$ cat src/rtl/sseg_pkg.sv
// Shared types and constants for the seven-segment serial transmitter.
//   sseg_state_t     : transmitter FSM states
//   SSEG_DATA_W      : default frame width in bits
//   SSEG_DIV_DEFAULT : default s_clk half-period in clk cycles
package sseg_pkg;

    typedef enum logic [1:0] {
        IDLE  = 2'd0,
        SHIFT = 2'd1,
        LATCH = 2'd2
    } sseg_state_t;

    localparam int unsigned SSEG_DATA_W      = 64;
    localparam int unsigned SSEG_DIV_DEFAULT = 4;

endpackage

$ cat src/rtl/sseg_tick_gen.sv
// Divider tick generator for the serial clock.
//   clk   : system clock
//   rst_n : asynchronous active-low reset
//   en    : count while high, hold at zero while low
//   tick  : one-cycle pulse every DIV enabled cycles
module sseg_tick_gen
    import sseg_pkg::*;
#(
    parameter int unsigned DIV = SSEG_DIV_DEFAULT
) (
    input  logic clk,
    input  logic rst_n,
    input  logic en,
    output logic tick
);

    localparam logic [7:0] DIV_LAST = 8'(DIV - 1);

    logic [7:0] div_cnt_q;
    logic [7:0] div_cnt_d;

    always_comb begin
        tick      = 1'b0;
        div_cnt_d = div_cnt_q;
        if (!en) begin
            div_cnt_d = '0;
        end else if (div_cnt_q == DIV_LAST) begin
            tick      = 1'b1;
            div_cnt_d = '0;
        end else begin
            div_cnt_d = div_cnt_q + 8'd1;
        end
    end

    always_ff @(posedge clk or negedge rst_n) begin
        if (!rst_n) begin
            div_cnt_q <= '0;
        end else begin
            div_cnt_q <= div_cnt_d;
        end
    end

endmodule

$ cat src/rtl/sseg_p2s.sv
// Parallel-to-serial transmitter for the 8-digit seven-segment shift chain.
// Shifts a DATA_W-bit pattern out MSB first, then pulses the latch strobe.
//   clk, rst_n : system clock, asynchronous active-low reset
//   in_valid   : request to transmit in_data (accepted while in_ready)
//   in_data    : segment pattern, bit DATA_W-1 sent first
//   in_ready   : idle and able to accept a frame
//   busy       : frame in progress (shifting or latching)
//   done       : one-cycle completion pulse
//   s_clk      : serial clock, s_out : serial data
//   s_pen      : latch strobe (active high), s_clrn : chain clear (active low)
module sseg_p2s
    import sseg_pkg::*;
#(
    parameter int unsigned DATA_W = SSEG_DATA_W,
    parameter int unsigned DIV    = SSEG_DIV_DEFAULT
) (
    input  logic              clk,
    input  logic              rst_n,
    input  logic              in_valid,
    input  logic [DATA_W-1:0] in_data,
    output logic              in_ready,
    output logic              busy,
    output logic              done,
    output logic              s_clk,
    output logic              s_out,
    output logic              s_pen,
    output logic              s_clrn
);

    // One spare bit so the count can reach DATA_W without wrapping.
    localparam int unsigned     BC_W    = $clog2(DATA_W) + 1;
    localparam logic [BC_W-1:0] BC_LAST = BC_W'(DATA_W - 1);

    sseg_state_t       state_q, state_d;
    logic [DATA_W-1:0] shreg_q, shreg_d;
    logic [BC_W-1:0]   bit_cnt_q, bit_cnt_d;
    logic              s_clk_q, s_clk_d;
    logic              s_out_q, s_out_d;
    logic              s_pen_q, s_pen_d;
    logic              busy_q, busy_d;
    logic              done_q, done_d;
    logic              in_ready_q, in_ready_d;
    logic              s_clrn_q, s_clrn_d;
    logic              tick;

    sseg_tick_gen #(
        .DIV (DIV)
    ) u_tick_gen (
        .clk   (clk),
        .rst_n (rst_n),
        .en    (state_q != IDLE),
        .tick  (tick)
    );

    always_comb begin
        state_d    = state_q;
        shreg_d    = shreg_q;
        bit_cnt_d  = bit_cnt_q;
        s_clk_d    = s_clk_q;
        s_out_d    = s_out_q;
        s_pen_d    = s_pen_q;
        busy_d     = busy_q;
        done_d     = 1'b0;
        in_ready_d = in_ready_q;
        s_clrn_d   = 1'b1;

        case (state_q)
            IDLE: begin
                in_ready_d = 1'b1;
                if (in_valid && in_ready_q) begin
                    shreg_d    = in_data;
                    s_out_d    = in_data[DATA_W-1];
                    s_clk_d    = 1'b0;
                    bit_cnt_d  = '0;
                    busy_d     = 1'b1;
                    in_ready_d = 1'b0;
                    state_d    = SHIFT;
                end
            end
            SHIFT: begin
                if (tick) begin
                    if (!s_clk_q) begin
                        s_clk_d = 1'b1;
                    end else begin
                        // Falling toggle ends the current bit.
                        s_clk_d   = 1'b0;
                        bit_cnt_d = bit_cnt_q + BC_W'(1);
                        if (bit_cnt_q == BC_LAST) begin
                            s_out_d = 1'b0;
                            s_pen_d = 1'b1;
                            state_d = LATCH;
                        end else begin
                            shreg_d = {shreg_q[DATA_W-2:0], 1'b0};
                            s_out_d = shreg_q[DATA_W-2];
                        end
                    end
                end
            end
            LATCH: begin
                if (tick) begin
                    s_pen_d    = 1'b0;
                    busy_d     = 1'b0;
                    done_d     = 1'b1;
                    in_ready_d = 1'b1;
                    state_d    = IDLE;
                end
            end
            default: begin
                state_d = IDLE;
            end
        endcase
    end

    always_ff @(posedge clk or negedge rst_n) begin
        if (!rst_n) begin
            state_q    <= IDLE;
            shreg_q    <= '0;
            bit_cnt_q  <= '0;
            s_clk_q    <= 1'b0;
            s_out_q    <= 1'b0;
            s_pen_q    <= 1'b0;
            busy_q     <= 1'b0;
            done_q     <= 1'b0;
            in_ready_q <= 1'b0;
            s_clrn_q   <= 1'b0;
        end else begin
            state_q    <= state_d;
            shreg_q    <= shreg_d;
            bit_cnt_q  <= bit_cnt_d;
            s_clk_q    <= s_clk_d;
            s_out_q    <= s_out_d;
            s_pen_q    <= s_pen_d;
            busy_q     <= busy_d;
            done_q     <= done_d;
            in_ready_q <= in_ready_d;
            s_clrn_q   <= s_clrn_d;
        end
    end

    assign in_ready = in_ready_q;
    assign busy     = busy_q;
    assign done     = done_q;
    assign s_clk    = s_clk_q;
    assign s_out    = s_out_q;
    assign s_pen    = s_pen_q;
    assign s_clrn   = s_clrn_q;

endmodule

$ cat config.mk
export PLATFORM = sky130hd
export DESIGN_NAME = sseg_p2s
export DESIGN_NICKNAME = d
export VERILOG_FILES = /design/src/rtl/sseg_pkg.sv /design/src/rtl/sseg_tick_gen.sv /design/src/rtl/sseg_p2s.sv
export SDC_FILE = /design/constraint.sdc
export NUM_CORES = 1
export LEC_CHECK = 0
export BUFFER_PORTS_ARGS = -buffer_cell sky130_fd_sc_hd__buf_2
export CORE_MARGIN = 4
export CORE_UTILIZATION = 40
export CTS_CLUSTER_DIAMETER = 80
export DETAILED_ROUTE_END_ITERATION = 10
export GPL_ROUTABILITY_DRIVEN = 0
export HOLD_SLACK_MARGIN = 0.15
export SYNTH_ARGS = -nofsm -noshare
export SYNTH_HDL_FRONTEND = slang
export SYNTH_SLANG_ARGS = --single-unit
$ cat constraint.sdc
create_clock -name clk -period 4.54 [get_ports clk]
set_input_delay 0 -clock clk [delete_from_list [all_inputs] [get_ports clk]]
set_output_delay 0 -clock clk [all_outputs]
set_load 0.02 [all_outputs]
# Word-level counts from Yosys, hierarchy flattened
# Index checks and enable logic that the tools add are counted.
# totals
ff_bits	87
out_inout_bits	7
elab_cells	76
inputBits	67
# op_classes
add_sub_neg	2
reduce_logical	13
eq_ne	10
n_mux	40
# op_table
cell	n
two-way mux 63 bit	4
one-hot mux 63 bit (2 select lines)	1
two-way mux 7 bit	3
two-way mux 1 bit	18
two-way mux 8 bit	2
AND reduction 5 bit	3
one-hot mux 7 bit (2 select lines)	1
!= test 2 bit, second input constant	6
two-way mux 2 bit	5
one-hot mux 1 bit (2 select lines)	5
adder 8 x 1 -> 8 bit, second input constant	1
equality test 8 x 2 -> 1 bit, second input constant	1
nonzero test 2 bit	4
adder 7 x 1 -> 7 bit, second input constant	1
equality test 7 x 6 -> 1 bit, second input constant	1
one-hot mux 2 bit (3 select lines)	1
AND reduction 3 bit	2
AND reduction 4 bit	1
equality test 2 x 1 -> 1 bit, second input constant	1
equality test 2 bit, second input constant	1
logical NOT 2 bit	1
AND reduction 2 bit	1
logical AND 1 bit	1

# Logic depth before layout (Yosys ltp)
# Gate-level depths: netlist (run 1).
# logic_depth
depth_word	5
ltp_mapped	7
mapped_depth_nobuf	5

# By module
# Synthesis (run 1) repeated with hierarchy kept, for this count alone.
# unflattened
hier_cells	323
area_unflattened_um2	4290.4
# modules_own_cells
mod	cells_per_inst	seq_area_each_um2	instances	area_per_inst_um2
sseg_p2s	284	1976.9	1	3893.7
sseg_tick_gen	39	200.2	1	396.6

# Worst setup path after synthesis (run 1)
# No wires, ideal clock.
# synth_path
path_type	reg2reg
startpoint	register u_tick_gen.div_cnt_q[0]
endpoint	register shreg_q[10]
required_ps	4415
setup_ps	125
path_stages_with_launch	7
setup_slack_ps	2352
n_path_buf	1
period_less_slack_ps	2188
t_arrival_ps	2063
path_cell_list	dfrtp_1 > ha_1 > nor3b_1 > a21oi_1 > a211oi_4 > buf_6 > mux2_2
# synth_between
elab_chain_len	5
# synth_rtl
item	line	source
start, declared	sseg_tick_gen.sv:19	logic [7:0] div_cnt_q;
start signal, assigned	sseg_tick_gen.sv:39	div_cnt_q <= div_cnt_d;
equality test 8 x 2 -> 1 bit	sseg_tick_gen.sv:27	end else if (div_cnt_q == DIV_LAST) begin
two-way mux 1 bit	sseg_tick_gen.sv:27	
two-way mux 1 bit	sseg_tick_gen.sv:25	if (!en) begin
!= test 2 bit (no source line)	n/a	
AND reduction 5 bit (no source line)	n/a	
end signal, assigned	sseg_p2s.sv:128	shreg_q <= shreg_d;
end, declared	sseg_p2s.sv:35	logic [DATA_W-1:0] shreg_q, shreg_d;
# No other way between the ends.
# A chain may end at the register's enable or synchronous reset.

# Final worst setup path (run 1)
# layout_path
startpoint	register u_tick_gen.div_cnt_q[0]
endpoint	register shreg_q[35]
# The elaborated chain is that of the path after synthesis.

==> results by stage, run 1 <==
Outcome:
- The run finished with clean final reports.

Setup path:
- STA classifies the critical path endpoint as a register.
- Among all stages on the critical path, the largest delay is contributed by buf_4.
- The startpoint of the most critical register-to-register path is u_tick_gen.div_cnt_q[0].
- The startpoint class of the critical path is a register.
- The setup slack of the most critical reg-to-reg path is 1870 ps.
- The critical path arrival is 2900 ps.
- On the worst path, the slowest cell contributes a delay of approximately 460 ps.
- The endpoint of the most critical register-to-register path is shreg_q[35].
- The data required time at the worst endpoint is 4770 ps.
- In this run the worst path has a maximum fanout of 39.
- Among cell families on the critical path, the largest total delay comes from compound AO/OA/AOI/OAI gates.
- The critical path goes through ha_1 > nor3b_1 > a21oi_1 > a211oi_4 > buf_4 > mux2_2.
- The worst setup path is of the reg2reg kind.
- The worst path buffer plus inverter count is 1.
- The worst register-to-register path has a depth of 6.

Layout:
- The repair_antennas step left the layout with diodes totalling 0.
- Fill cells in the final layout number roughly 990.
- Cells fill 53.8% of the core in the end.
- Cells with a size suffix above 1 make up roughly a quarter of the layout.
- The area growth from synthesis to final layout is 30.2%.
- At the end of the flow, the number of nets in the layout was 655.

Drt:
- After detailed routing, the average wire length per cell comes to 12.9 um.
- The total iterations of the first detailed-routing run is 4.
- The detail route stage leaves a number of antenna-violating nets equal to 0.
- The DRC violation total after the first TritonRoute iteration is 147.
- Wires add up to slightly above 9 mm.
- Detailed routing inserted a total of 3486 vias.
- The routed via count divided by cell count is about 4.8.
- After detailed routing, the number of remaining DRC violations is 0.

Place:
- Input and output buffers added on the ports amount to 73.
- Detailed placement finished with a half-perimeter wire length of between 5 and 6 mm.

Die:
- The floorplan step defined a die boundary enclosing 12400 sq um.
- The effective utilization at floorplan is 41.3%.
- The I/O pin count is 74.
- The floorplan die height is 111 um.
- In this run the horizontal extent of the chip is around 110 um.
- The site row count is 37.
- The standard cell core area is just over 10000 sq um.

Synth:
- The number of enable flip-flop cells after synthesis is 0.
- For this run, the leading register cell type out of synthesis is dfrtp_1.
- Sequential cells were found to cover between 50 and 60% of the synthesized design area.
- In this run the mean area of a mapped cell was ~9.4 sq um.
- The share of synthesized flip-flops with an asynchronous set or reset is 100%.
- The synthesis warning total is 0.
- The count of state elements after synthesis is 87.
- The total nets after synthesis is 523.
- The instance count of the mapped netlist is 454.
- The unique cell type count in the Yosys netlist is 39.
- In this run the cell area of the synthesized design comes to 4280 sq um.

Run:
- Across the run, the number of max-cap violations was 0.

Clock network:
- The count of instances resized after the clock tree is built is 0.
- The number of clock sinks is 87.
- The clock transition at the registers of the reported paths is approximately 80 ps.
- The number of levels in the clock H-tree is 3.
- Clock tree synthesis selected as its root buffer the cell clkbuf_8.
- TritonCTS created 9 clock buffers.
- The longest clock path from root to sink contains 2 buffers.
- For the worst-skew pair, the clock arrives at the later sink with an insertion delay of 350 ps.
- TritonCTS built the clock tree.
- The post-CTS setup buffer count is 0.

Timing:
- The accumulated negative setup slack is 0 ps.
- Setup violations remaining at the end of the flow were counted as 0.
- The number of failing hold endpoints at the final stage is 0.
- The achievable frequency is 375 MHz.
- The portion of the clock cycle consumed by the worst path in the final layout is between 50% and 60%.
- Setup repair after global routing left no endpoint under its margin.
- The remaining max-slew budget at the tightest pin is 27.8%.
- The max-slew violation count is 0.
- Subtracting the final worst setup slack from the clock period gives 2670 ps.
- The worst-margin pin slew is 1080 ps.
- Across the routed clock network, the largest skew measured is ~16 ps.

Worst hold path:
- The worst hold path begins at in_data[0].
- The path class of the tightest hold or removal check is in2reg.
- The endpoint with the worst hold slack is shreg_q[0].
- Counting instances, the worst hold path has a depth of 4.

Pwr:
- For this design the static power due to leakage is 2.80 nW.
- The peak ir drop on the vdd network is 0.189 mV.
- The ratio of total power to cell area is between 400 and 500 nW/um^2.

Global routing:
- The leftover overflow at the end of global routing is 0.
- The maximum number of pins on one net before global-route repair is 87.
- The number of antenna violations at the first check in global routing is 0.
- The wire length of the first global-routing pass is approximately 17 mm.
- For this run, the total global-route usage over all layers was measured as 15.7%.
- The via count of the first global-routing pass is 3716.
-- synth_stat cells, drive strengths merged (2+ instances only) --
cell / number / area (sq um)
o31ai: 7 / 52.6
dfrtp: 87 / 2180
or4: 2 / 15.0
o21ai: 13 / 65.1
nor2: 13 / 48.8
a21oi: 6 / 33.8
o211ai: 2 / 15.0
xor2: 5 / 43.8
nand2: 191 / 717
mux2: 62 / 698
inv: 5 / 18.8
nand2b: 2 / 12.5
nand3: 11 / 55.1
buf: 9 / 81.3
and3: 4 / 25.0
ha: 2 / 25.0
clkbuf: 16 / 60.1
-- repair_timing --
item	CTS	global route
hold buffers	67	0
endpoints found under the hold margin	154	0
endpoints found under the setup margin	0	0
-- layout by cell type, fill, tap and decap left out, drive strengths merged, types with 2 or more instances in the layout --
cell type	netlist	layout
nand2	191	191
dfrtp	87	87
buf	9	79
dlygate4sd3	0	67
mux2	62	62
nor2	13	13
o21ai	13	13
nand3	11	11
clkbuf	16	10
o31ai	7	7
inv	5	6
a21oi	6	6
xor2	5	5
and3	4	4
clkinvlp	0	3
or4	2	2
o211ai	2	2
ha	2	2
nand2b	2	2
clkinv	0	2
-- layer usage --
metal / track usage, % / share of wire, % / vias to the layer above
met5: 0 / 0 / -
met4: 4.38 / 0.46 / 0
met3: 3.21 / 4.4 / 4
met2: 27.9 / 50 / 68
met1: 19.4 / 46 / 1660
li1: - / - / 1754
-- kinds of logic (layout without fill, tap and decap cells) --
group                    Yosys count  after routing  synth area share [%]
adder cells (fa/ha/maj)            2              2                 0.584
other                              1              1                0.0875
XOR/XNOR                           6              6                  1.23
buffers and inverters             30            167                  3.74
flip-flops                        87             87                  50.8
multiplexers                      63             63                  16.5
AO/OA/AOI/OAI                     33             33                  5.08
AND/OR/NAND/NOR                  232            232                  21.9
-- sequential cells by signal, summed over array words and instances (netlist names) --
signal and cells:
u_tick_gen.div_cnt_q 8, s_clrn 1, s_pen 1, bit_cnt_q 7, in_ready 1, state_q 2, done 1, shreg_q 63
s_clk 1, busy 1, s_out 1
-- power by group --
group	leakage [nW]	internal, W	switching, W
Combinational	1.62	0.000493	0.000487
Clock	0.0789	0.000201	0.000277
Sequential	1.10	0.00107	0.000188
Total	2.80	0.00177	0.000951
-- worst min-delay path: stages --
cell and delay, ps:
dlygate4sd3_1 520, buf_2 100, nand2_1 40, o21ai_0 60
-- through the flow --
stage	instances	total power, W	instance area (sq um)	hold WS (ps)	worst slack (ps)
2_1_floorplan	454	0.00200	4280	-296	2350
3_3_place_gp	644	0.00218	4740	-219	1960
3_5_place_dp	644	0.00223	4740	-218	1860
4_1_cts	727	0.00276	5580	404	1860
5_1_grt	727	0.00297	5580	441	1670
6_report	727	0.00272	5580	417	1870
-- worst max-delay path by stage --
stage | start | cells past startpoint | to | slack (ps)
after floorplan | u_tick_gen.div_cnt_q[0] | 6 | shreg_q[10] | 2350
after global placement | u_tick_gen.div_cnt_q[0] | 6 | shreg_q[32] | 1960
after detailed placement | u_tick_gen.div_cnt_q[0] | 6 | shreg_q[47] | 1860
after CTS | u_tick_gen.div_cnt_q[0] | 6 | shreg_q[1] | 1860
after global routing | u_tick_gen.div_cnt_q[0] | 6 | shreg_q[1] | 1670
final | u_tick_gen.div_cnt_q[0] | 6 | shreg_q[35] | 1870
-- area by class of cell --
type	instances	area (sq um)	area share, %
Multi-Input combinational cell	337	1960	35.1
Timing Repair Buffer	146	1080	19.4
Clock inverter	6	45.0	0.807
Sequential cell	87	2180	39.0
Tap cell	136	170	3.05
Inverter	5	18.8	0.336
Clock buffer	10	128	2.29
(Power assumes the default switching activity.)
==> run 2, diff against run 1 <==
- clock period: 4.54 -> 2.25 ns (I/O delays scaled with it)
==> results by stage, run 2 (synthesized netlist as in run 1, its figures left out) <==
Outcome:
- The run finished with clean final reports.

Setup path:
- The setup check on the worst reg-to-reg path leaves a slack of 140 ps.
- At the worst endpoint, the required time is ~2500 ps.
- The critical path arrival is 2330 ps.
- The critical path is of the reg2reg type.
- The highest fanout seen on the critical path is 20.
- STA classifies the critical path endpoint as a register.
- The startpoint class of the critical path is a register.

Layout:
- The largest register by flop count is shreg_q.
- The commonest non-fill, non-tap cell in the layout is nand2_1.
- Compared with the post-synthesis result, the final layout area differs by 34.0%.
- Fill cells in the final layout number about 970.
- At the end of the flow the core is filled with cells to 55.4%.
- The share of layout cells above drive strength 1 is 27.1%.
- The register with the most flip-flops in the layout has 63 of them.
- The repair_antennas step left the layout with diodes totalling 0.
- The summed area of non-filler cells in the final layout is ~5700 sq um.
- In the layout the commonest cells are nand2_1 (191), dfrtp_1 (87), buf_2 (72).
- The net count of the finished layout is approximately 670.
- The largest registers in the layout are shreg_q (63), u_tick_gen.div_cnt_q (8), bit_cnt_q (7).
- The count of non-filler cells in the finished layout is 738.

Pwr:
- The cell internal power dissipation is 0.00383 W.
- The total power is 0.00574 W.
- Sequential cells burn between 40% and 50% of the power.
- The proportion of total power due to net switching is 33.4%.
- The static leakage power is between 2 and 3 nW.
- Per report_power, the combinational group accounts for a little under two fifths of the total.
- Dividing total power by cell area gives a power density of roughly 1000 nW/um^2.
- The peak ir drop on the vdd network is 0.529 mV.
- Summed over all nets, the switching power comes to about 0.0019 W.
- The power share of the clock group is a little under a fifth.

Worst hold path:
- The worst hold path belongs to the class in2async.

Global routing:
- The overall fraction of global-route tracks in use is 15.7%.
- Entering global routing, the biggest net connects 67 pins.
- The number of antenna violations at the first check in global routing is 0.
- The leftover overflow at the end of global routing is 0.
- The wire length of the first global-routing pass is 16.4 mm.
- The via count of the first global-routing pass is 3579.

Timing:
- The final critical delay including setup and external delays is 2110 ps.
- Measured against its own limit, the worst slew margin works out to 58.5%.
- The setup violation total in the final timing report is 0.
- The max-slew violation count came to 0.
- On the final layout, the worst clock skew is 7.78 ps.
- For the pin with the worst max-slew slack, the measured transition is 618 ps.
- The number of failing hold endpoints at the final stage is 0.
- The worst hold slack across all endpoints is 179 ps.
- The portion of the clock cycle consumed by the worst path in the final layout is 93.7%.
- For this run, the top clock speed supported by timing is 475 MHz.

Clock network:
- In this run the number of H-tree levels came out at 3.
- The tree is rooted in a clkbuf_8.
- TritonCTS built the clock tree.
- Clock latency on the worst-skew pair, taken at its later pin, is 340 ps.
- Clock tree synthesis inserted a total of 9 buffers.
- The number of clock sinks is between 80 and 90.
- The clock tree buffer depth is 2.
- After clock tree synthesis, the clock-pin slew on the worst setup and hold paths is 80 ps.

Drt:
- After detailed routing, the average wire length per cell comes to 13.0 um.
- The DRC violation total after the first TritonRoute iteration is about 110.
- The routed via count divided by cell count is roughly 4.8.
- The routed design has roughly 9.6 mm of wire.
- The total iterations of the first detailed-routing run is 4.
- In this run the remaining antenna-violating nets after routing total 0.
- The number of remaining DRC errors is 0.
- The count of vias placed by the detailed router is 3524.

Die:
- The I/O pin count is 74.
- After floorplanning, the core was sized to cover between 10000 and 15000 sq um.
- Measured along the x axis, the die boundary spans 111 um.
- The die covers roughly 12000 sq um.
- The effective utilization at floorplan is between 40% and 50%.
- The site row count is 37.
- The floorplan die height is 111 um.

Place:
- The detailed placement HPWL is just under 6 mm.
- Including well taps, the total number of placed cells is 652.
- The count of buffers added on input and output ports is 73.
- After detailed placement, the total cell area comes to slightly below 5000 sq um.

Run:
- The number of max-cap violations is 0.
## run 2: final cells by class
type / instances / area [sq um] / area share (%)
inverter: 5 / 18.8 / 0.327
timing repair buffer: 157 / 1220 / 21.3
multi-input combinational: 337 / 1960 / 34.2
clock inverter: 3 / 42.5 / 0.741
clock buffer: 13 / 149 / 2.59
sequential: 87 / 2180 / 37.9
tap: 136 / 170 / 2.96
## run 2: path summary, 6_finish.rpt
kind | to | depth (start not counted) | startpoint
setup / recovery | shreg_q[24] | 7 | u_tick_gen.div_cnt_q[0]
setup reg to reg | shreg_q[24] | 7 | u_tick_gen.div_cnt_q[0]
min in group clk | shreg_q[0] | 4 | in_data[0]
hold reg to reg | shreg_q[8] | 1 | shreg_q[8]
hold / removal | s_clrn | 2 | rst_n
max in group asynchronous | s_out | 3 | rst_n
## run 2: layer usage
layer	GRT usage, %	up-vias	wire length, um
met1	20.3	1679	4570
li1	-	1769	-
met5	0	-	0
met3	3.70	8	418
met2	26.7	68	4520
met4	3.49	0	72
## run 2: timing repair
action                                  4_1_cts  5_1_grt
buffers inserted                              0        3
hold endpoints to repair                    148        0
hold buffers                                 66        0
gates resized for setup                       0        2
endpoints found under the setup margin        0       60
## run 2: worst max-delay path: stages (launching register included)
cell,delay [ps]
dfrtp_1,410
ha_1,240
nor3b_2,210
a21oi_1,150
a211oi_4,270
buf_4,150
buf_6,200
mux2_2,360
## run 2: stage by stage
step | setup WS [ps] | setup TNS, ps
after floorplan | 61.9 | 0
after global placement | 164 | 0
after detailed placement | 79.5 | 0
after CTS | 78.2 | 0
after global routing | -20.9 | -74.5
final | 143 | 0
## run 2: power by group through the flow
stage | clock [W] | sequential, W | combinational, W
4_1_cts | 0.00111 | 0.00253 | 0.00211
3_3_place_gp | 0 | 0.00253 | 0.00196
3_5_place_dp | 0 | 0.00256 | 0.00202
6_report | 0.00107 | 0.00253 | 0.00214
2_1_floorplan | 0 | 0.00249 | 0.00156
5_1_grt | 0.00117 | 0.00261 | 0.00244
